### config.mk
export PLATFORM = sky130hd
export DESIGN_NAME = csa_resolve_seq
export DESIGN_NICKNAME = d
export VERILOG_FILES = /design/src/rtl/csa_resolve_seq.sv
export SDC_FILE = /design/constraint.sdc
export NUM_CORES = 1
export LEC_CHECK = 0
export ABC_CLOCK_PERIOD_IN_PS = 1250
export BUFFER_PORTS_ARGS = -buffer_cell sky130_fd_sc_hd__buf_2
export CORE_ASPECT_RATIO = 0.8
export CORE_MARGIN = 2
export CORE_UTILIZATION = 48
export DETAILED_ROUTE_END_ITERATION = 12
export GPL_TIMING_DRIVEN = 0
export MAX_ROUTING_LAYER = met4
export PLACE_DENSITY = 0.84
export SYNTH_ARGS = -nofsm -noshare
export SYNTH_HDL_FRONTEND = slang
export SYNTH_SLANG_ARGS = --single-unit
### constraint.sdc
create_clock -name clk -period 1.25 [get_ports clk]
set_input_delay 0.125 -clock clk [delete_from_list [all_inputs] [get_ports clk]]
set_output_delay 0.125 -clock clk [all_outputs]
set_load 0.02 [all_outputs]
### src/rtl/csa_resolve_seq.sv
// -----------------------------------------------------------------------------
// csa_resolve_seq
//
// Bit-serial carry-propagate resolver. Takes a carry-save pair (S, C) and
// produces the binary result Y = S + 2*C, one bit position per clock, so no
// wide adder is needed. The block accepts one pair at a time and holds the
// result until the consumer takes it (valid/ready on both sides, no overlap).
//
// Optional feature (compile-time macro CSR_ZERO_SKIP_EN):
//   defined   - a pair with C == 0 goes straight to DONE with Y = {2'b00, S}.
//   undefined - every pair takes the full W+1-cycle serial path.
//   Y is identical in both builds; only latency differs.
//
// Parameters:
//   W          width of S and C; Y is W+2 bits wide
//
// Ports:
//   clk        rising-edge clock
//   rst_n      asynchronous active-low reset
//   S          carry-save sum vector, bit i has weight 2^i
//   C          carry-save carry vector, bit i has weight 2^(i+1)
//   in_valid   S/C valid
//   in_ready   block is idle and can accept a pair
//   Y          resolved result, held stable until next completion or reset
//   out_valid  Y valid
//   out_ready  consumer accepts Y
//   busy       an operation is running or waiting for the consumer
// -----------------------------------------------------------------------------
module csa_resolve_seq #(
    parameter int W = 5
) (
    input  logic         clk,
    input  logic         rst_n,
    input  logic [W-1:0] S,
    input  logic [W-1:0] C,
    input  logic         in_valid,
    output logic         in_ready,
    output logic [W+1:0] Y,
    output logic         out_valid,
    input  logic         out_ready,
    output logic         busy
);

    typedef enum logic [1:0] {
        IDLE = 2'd0,
        RUN  = 2'd1,
        DONE = 2'd2
    } state_t;

    localparam int              CW   = $clog2(W + 1);
    localparam logic [CW-1:0]   LAST = CW'(W);

    state_t        state, state_nxt;
    logic [W:0]    a_sh;       // S operand, shifted right one position per RUN cycle
    logic [W:0]    b_sh;       // C operand pre-shifted by one (its weight), same shifting
    logic [W:0]    sum_sr;     // resolved sum bits, shifted in from the top
    logic [CW-1:0] cnt;        // bit position being resolved
    logic          carry;

    logic accept;
    logic last;
    logic zero_skip;
    logic sum_bit;
    logic carry_nxt;

    assign accept = in_valid && in_ready;
    assign last   = (state == RUN) && (cnt == LAST);

`ifdef CSR_ZERO_SKIP_EN
    assign zero_skip = (C == '0);
`else
    assign zero_skip = 1'b0;
`endif

    // One full-adder slice; bit 0 of each shifter is the current position.
    assign sum_bit   = a_sh[0] ^ b_sh[0] ^ carry;
    assign carry_nxt = (a_sh[0] & b_sh[0]) | (carry & (a_sh[0] ^ b_sh[0]));

    // ------------------------------------------------------------------
    // State register
    // ------------------------------------------------------------------
    // NOTE: sequential state uses non-blocking assignments so every register
    // samples pre-edge values regardless of block evaluation order.
    always_ff @(posedge clk or negedge rst_n) begin
        if (!rst_n) begin
            state <= IDLE;
        end else begin
            state <= state_nxt;
        end
    end

    // ------------------------------------------------------------------
    // Next-state logic
    // ------------------------------------------------------------------
    // NOTE: the default assignment at the top keeps every path assigned, so no
    // latch is inferred for state_nxt.
    always_comb begin
        state_nxt = state;
        unique case (state)
            IDLE: if (accept)    state_nxt = zero_skip ? DONE : RUN;
            RUN:  if (last)      state_nxt = DONE;
            DONE: if (out_ready) state_nxt = IDLE;
            default:             state_nxt = IDLE;
        endcase
    end

    // ------------------------------------------------------------------
    // Output decode (Moore)
    // ------------------------------------------------------------------
    always_comb begin
        in_ready  = (state == IDLE);
        out_valid = (state == DONE);
        busy      = (state != IDLE);
    end

    // ------------------------------------------------------------------
    // Datapath
    // ------------------------------------------------------------------
    // NOTE: the datapath registers are reset along with the FSM so an operation
    // in flight is fully discarded and Y reads 0 after reset.
    always_ff @(posedge clk or negedge rst_n) begin
        if (!rst_n) begin
            a_sh   <= '0;
            b_sh   <= '0;
            sum_sr <= '0;
            cnt    <= '0;
            carry  <= 1'b0;
            Y      <= '0;
        end else if (accept) begin
            a_sh   <= {1'b0, S};
            b_sh   <= {C, 1'b0};
            sum_sr <= '0;
            cnt    <= '0;
            carry  <= 1'b0;
            if (zero_skip) begin
                Y <= {2'b00, S};
            end
        end else if (state == RUN) begin
            a_sh   <= a_sh >> 1;
            b_sh   <= b_sh >> 1;
            sum_sr <= {sum_bit, sum_sr[W:1]};
            cnt    <= cnt + 1'b1;
            carry  <= carry_nxt;
            // Final position: the register has W bits so far, this cycle adds
            // bit W and the carry-out becomes the top bit.
            if (last) begin
                Y <= {carry_nxt, sum_bit, sum_sr[W:1]};
            end
        end
    end

endmodule
# Word-level counts from Yosys, hierarchy flattened
# Cells that the tools add are included.
[totals]
word_cells = 41
latchBits = 0
ff_bits = 31
ram_bits = 0
memories = 0
romBits = 0
[op_classes]
n_shift = 0
mux = 14
eq_ne = 6
add_sub_neg = 1
n_mul = 0
div_mod_pow = 0
n_lt_le_gt_ge = 0
n_reduce_logical = 7
n_bitwise = 6
[ops]
columns = ["operator", "count"]
rows = [
  ["$mux 6", 6],
  ["$mux 2", 3],
  ["$mux 3", 2],
  ["$pmux 2 s3", 1],
  ["$reduce_and 3->1", 2],
  ["$ne 2x1->1 const B", 2],
  ["$reduce_bool 2->1", 2],
  ["$add 3x1->3 const B", 1],
  ["$eq 3x3->1 const B", 1],
  ["$and 1x1->1", 2],
  ["$eq 2x1->1 const B", 1],
  ["$eq 2x2->1 const B", 1],
  ["$logic_and 1x1->1", 2],
  ["$logic_not 2->1", 1],
  ["$mux 1", 2],
  ["$ne 2x2->1 const B", 1],
  ["$xor 1x1->1", 2],
  ["$not 1->1", 1],
  ["$or 1x1->1", 1],
]

# Depth between registers and ports, before layout
[depth]
ltp_word = 5
depth_mapped = 5
depth_no_buf = 4

# Worst setup path after synthesis
# No wires, ideal clock.
[synth_timing]
path_type = "register to register"
startpoint = "register state[0]"
endpoint = "register Y[0]"
slack_ns = -0.043
required_ns = 1.125
n_path_buf = 2
path_stages_with_launch = 6
arrival_ns = 1.168
period_less_slack_ns = 1.293
cell_sequence = "dfrtp_1 -> buf_6 -> nor2b_4 -> buf_6 -> nand3_4 -> mux2_2"
[synth_via]
elab_chain_cells = 4
[synth_lines]
columns = ["element", "line", "text"]
rows = [
  ["from (decl)", "53", "state_t state, state_nxt;"],
  ["from (signal assigned)", "88", "state <= state_nxt;"],
  ["$logic_not 2->1", "111", "in_ready = (state == IDLE);"],
  ["$logic_and 1x1->1", "66", "assign accept = in_valid && in_ready;"],
  ["$not 1->1 (no source line)", "n/a", ""],
  ["$reduce_and 3->1 (no source line) *", "n/a", ""],
  ["to (signal assigned)", "136", "Y <= {2'b00, S};"],
  ["to (signal assigned)", "147", "Y <= {carry_nxt, sum_bit, sum_sr[W:1]};"],
  ["to (decl)", "38", "output logic [W+1:0] Y,"],
]
# Mark *: on every way between the ends. The rest lies on a longest branch, timed or not.
# A chain may end at the register's enable or synchronous reset.

# Worst setup path in the final report
[layout_timing]
startpoint = "register state[1]"
endpoint = "output out_valid"
[layout_via]
elab_chain_cells = 1
[layout_lines]
columns = ["element", "line", "text"]
rows = [
  ["$eq 2x2->1", "112", "out_valid = (state == DONE);"],
  ["to (decl)", "39", "output logic out_valid,"],
]
# No other way between the ends.

==> qor.yml <==
sta:
  period_share_pct: 106
  tightest_slew_ns: 0.631
  period_needed_ns: 1.32
  finalClockSkew_ns: 0.0134
  fin_ws_ns: -0.0692
  slew_viol_final: 0
  max_slew_margin_pct: 57.9
  max_freq_mhz: 758
  setup_tns_ns: -0.421
  hold_viol_final: 0
  setup_violations: 12
  rsz0062_at_grt: "true"
floorplanning:
  io_pins: 24
  die_y_um: 49.8
  num_rows: 16
  core_sq_um: 2460
  die_area_sq_um: 3050
  start_util_pct: 51.1
  dieWidth_um: 61.2
setup_path:
  reg2reg_from: "a_sh[0]$_DFFE_PN0P_"
  end_kind: "output port"
  r2r_slack_ns: -0.05
  worstPathArrival_ns: 1.19
  r2r_cells: 2
  start_kind: "flop"
  cp_max_fo: 7
  rr_endpoint: "Y[5]$_DFFE_PN0P_"
  cp.required_ns: 1.12
  critPathKind: "reg2out"
cts:
  cts_tree: "yes"
  clock_latency_ns: 0.33
  numCtsBuffers: 5
  cts-root-buf: "clkbuf_4"
  htree_num_levels: 2
  clk_pin_slew_worst_paths_ns: 0.09
  clock_sinks: 29
  cts_buffer_depth: 2
placement:
  dpl-instance-area_sq_um: 1420
  dp_hpwl_um: 1720
  routabilityCongestion: 0.820
  io_buffers: 23
pwr:
  power.density_nw_per_um2: 2750
  leakagePower_uw: 0.000817
  vdd_drop_max_uv: 1310
global_route:
  grt-ovfl-total: 0
  antenna_found_initial: 0
  grt_pass1_wl_um: 4260
  grt_max_degree: 30
  grt_pass1_vias: 954
  grt_usage_pct: 20.2
yosys:
  synth_edf_count: 0
  netlist.area_leader.share_pct: 57.7
  async_flop_share_pct: 100
  avgSynthCellArea_sq_um: 12.2
  yosysSeqAreaShare_pct: 57.7
  syn_inst: 103
  syn-num-nets: 120
  ys_ff_latch: 29
  synth_ff_type: "dfrtp_1"
  yosysWarnings: 0
  synth.distinct_cells: 28
  synthesis.area_sq_um: 1260
  netlist_top_cells_area: "dfrtp_1 58%, o22ai_1 7.0%, mux2_2 6.3%"
  yosysTopAreaCell: "dfrtp_1"
min_path:
  min_from: "C[4]"
  whs_endpoint: "b_sh[5]$_DFFE_PN0P_"
  worstHoldPathType: "in2reg"
  hold_depth: 3
cells_and_area:
  utilization_pct: 69.6
  drive_gt1_share_pct: 51.0
  syn2layout_area_growth_pct: 36.2
  fin_nets: 159
  design_area_sq_um: 1710
  n_fill_cell: 205
  diodes: 0
  multi_input_area_sq_um: 572
  seq_area_sq_um: 727
detailed_routing:
  first_iter_violations: 48
  drcViolationCount: 0
  wl_per_cell_um: 15.3
  vias: 988
  detail-route-antenna-nets: 0
  dr.pass1.iters: 4
  via_per_inst: 5.52
  wl_um: 2730
run:
  maxCapViolCount: 0
outcome:
  violations: "negative setup slack"
  status: "finished with violations"
## per-stage QoR
stage	hold slack [ns]	worst slack, ns	std cells	total power (uW)
floorplan	-0.171	-0.0430	103	2870
global placement	0.167	-0.101	162	3210
detailed placement	0.180	-0.134	162	3340
CTS	0.0132	-0.130	177	4460
global route	0.0425	-0.124	179	5010
finish	0.0268	-0.0692	179	4700
## cell usage in the layout (no fill, tap or decap), types with 2 or more instances in the layout
cell	count
o22ai_2	6
inv_1	3
mux2_4	7
buf_4	8
a21oi_2	3
inv_2	2
o21ai_0	3
o22ai_1	7
a22o_1	2
clkbuf_1	2
nor2_1	3
a22o_2	5
clkbuf_4	5
dlygate4sd3_1	2
nand3_1	2
dfrtp_1	28
buf_2	21
nand2_1	4
buf_6	6
a21oi_1	4
## critical path: stages, from the launching register on
cell	delay [ns]
dfrtp_2	0.50
clkinv_4	0.08
nor2_1	0.12
buf_4	0.16
## cell families after synthesis
| logic type | after synthesis | share of synthesized area, % |
|---|---|---|
| AO/OA/AOI/OAI | 37 | 20.2 |
| flip-flops | 29 | 57.7 |
| AND/OR/NAND/NOR | 15 | 7.26 |
| buffers and inverters | 12 | 4.98 |
| multiplexers | 7 | 6.27 |
| adder cells (fa/ha/maj) | 3 | 3.58 |
## layout make-up
class	instances	share of cell area, %
Sequential cell	29	42.4
Multi-Input combinational cell	62	33.4
Timing Repair Buffer	34	12.8
Clock buffer	7	3.21
Tap cell	36	2.63
Buffer	4	2.19
Clock inverter	1	1.75
Inverter	6	1.61
## cell usage after synthesis (2+ instances only)
library cell and count:
nor2_1 4, inv_1 5, dfrtp_1 29, o21ai_0 3, mux2_2 7, buf_2 2, o22ai_1 14, a22o_2 5
a22o_1 2, clkbuf_1 2, buf_6 2, nand2_1 4, nand3_1 2, a21oi_1 7, ha_1 2
## per-layer routing
metal  share of wire (%)  track usage [%]  wire, um  vias up
met4                0.95             9.78        26        0
met3                 6.2             5.51       169        3
met5                   0                -         0        -
met1                  44             24.4      1190      494
li1                    -                -         -      460
met2                  49             30.7      1350       31
## repair_timing
item	in CTS	in global routing
buffers inserted	5	2
hold endpoints to repair	30	0
cloned	1	1
hold buffers	2	0
endpoints found under the setup margin	25	29
resized for setup	22	17
pin swaps	1	5
## sequential cells by signal, indices dropped and copies added (netlist names)
name and cells:
Y 7, a_sh 5, b_sh 6, carry 1
cnt 3, state 2, sum_sr 5
## power by group
group / switching [uW] / total, uW / internal [uW]
clock network: 314 / 791 / 477
registers: 378 / 1750 / 1370
logic: 1020 / 2170 / 1150
## worst max-delay path by stage
stage | from | endpoint | slack, ns | cells past startpoint
final | state[1]$_DFFE_PN0P_ | out_valid | -0.07 | 3
after global routing | state[1]$_DFFE_PN0P_ | out_valid | -0.12 | 3
after CTS | state[0]$_DFFE_PN0P_ | Y[3]$_DFFE_PN0P_ | -0.13 | 5
after detailed placement | state[0]$_DFFE_PN0P_ | Y[3]$_DFFE_PN0P_ | -0.13 | 5
after global placement | state[0]$_DFFE_PN0P_ | Y[6]$_DFFE_PN0P_ | -0.10 | 5
after floorplan | state[0]$_DFFE_PN0P_ | Y[0]$_DFFE_PN0P_ | -0.04 | 5
Note: power is estimated with default switching activity, not from simulation.
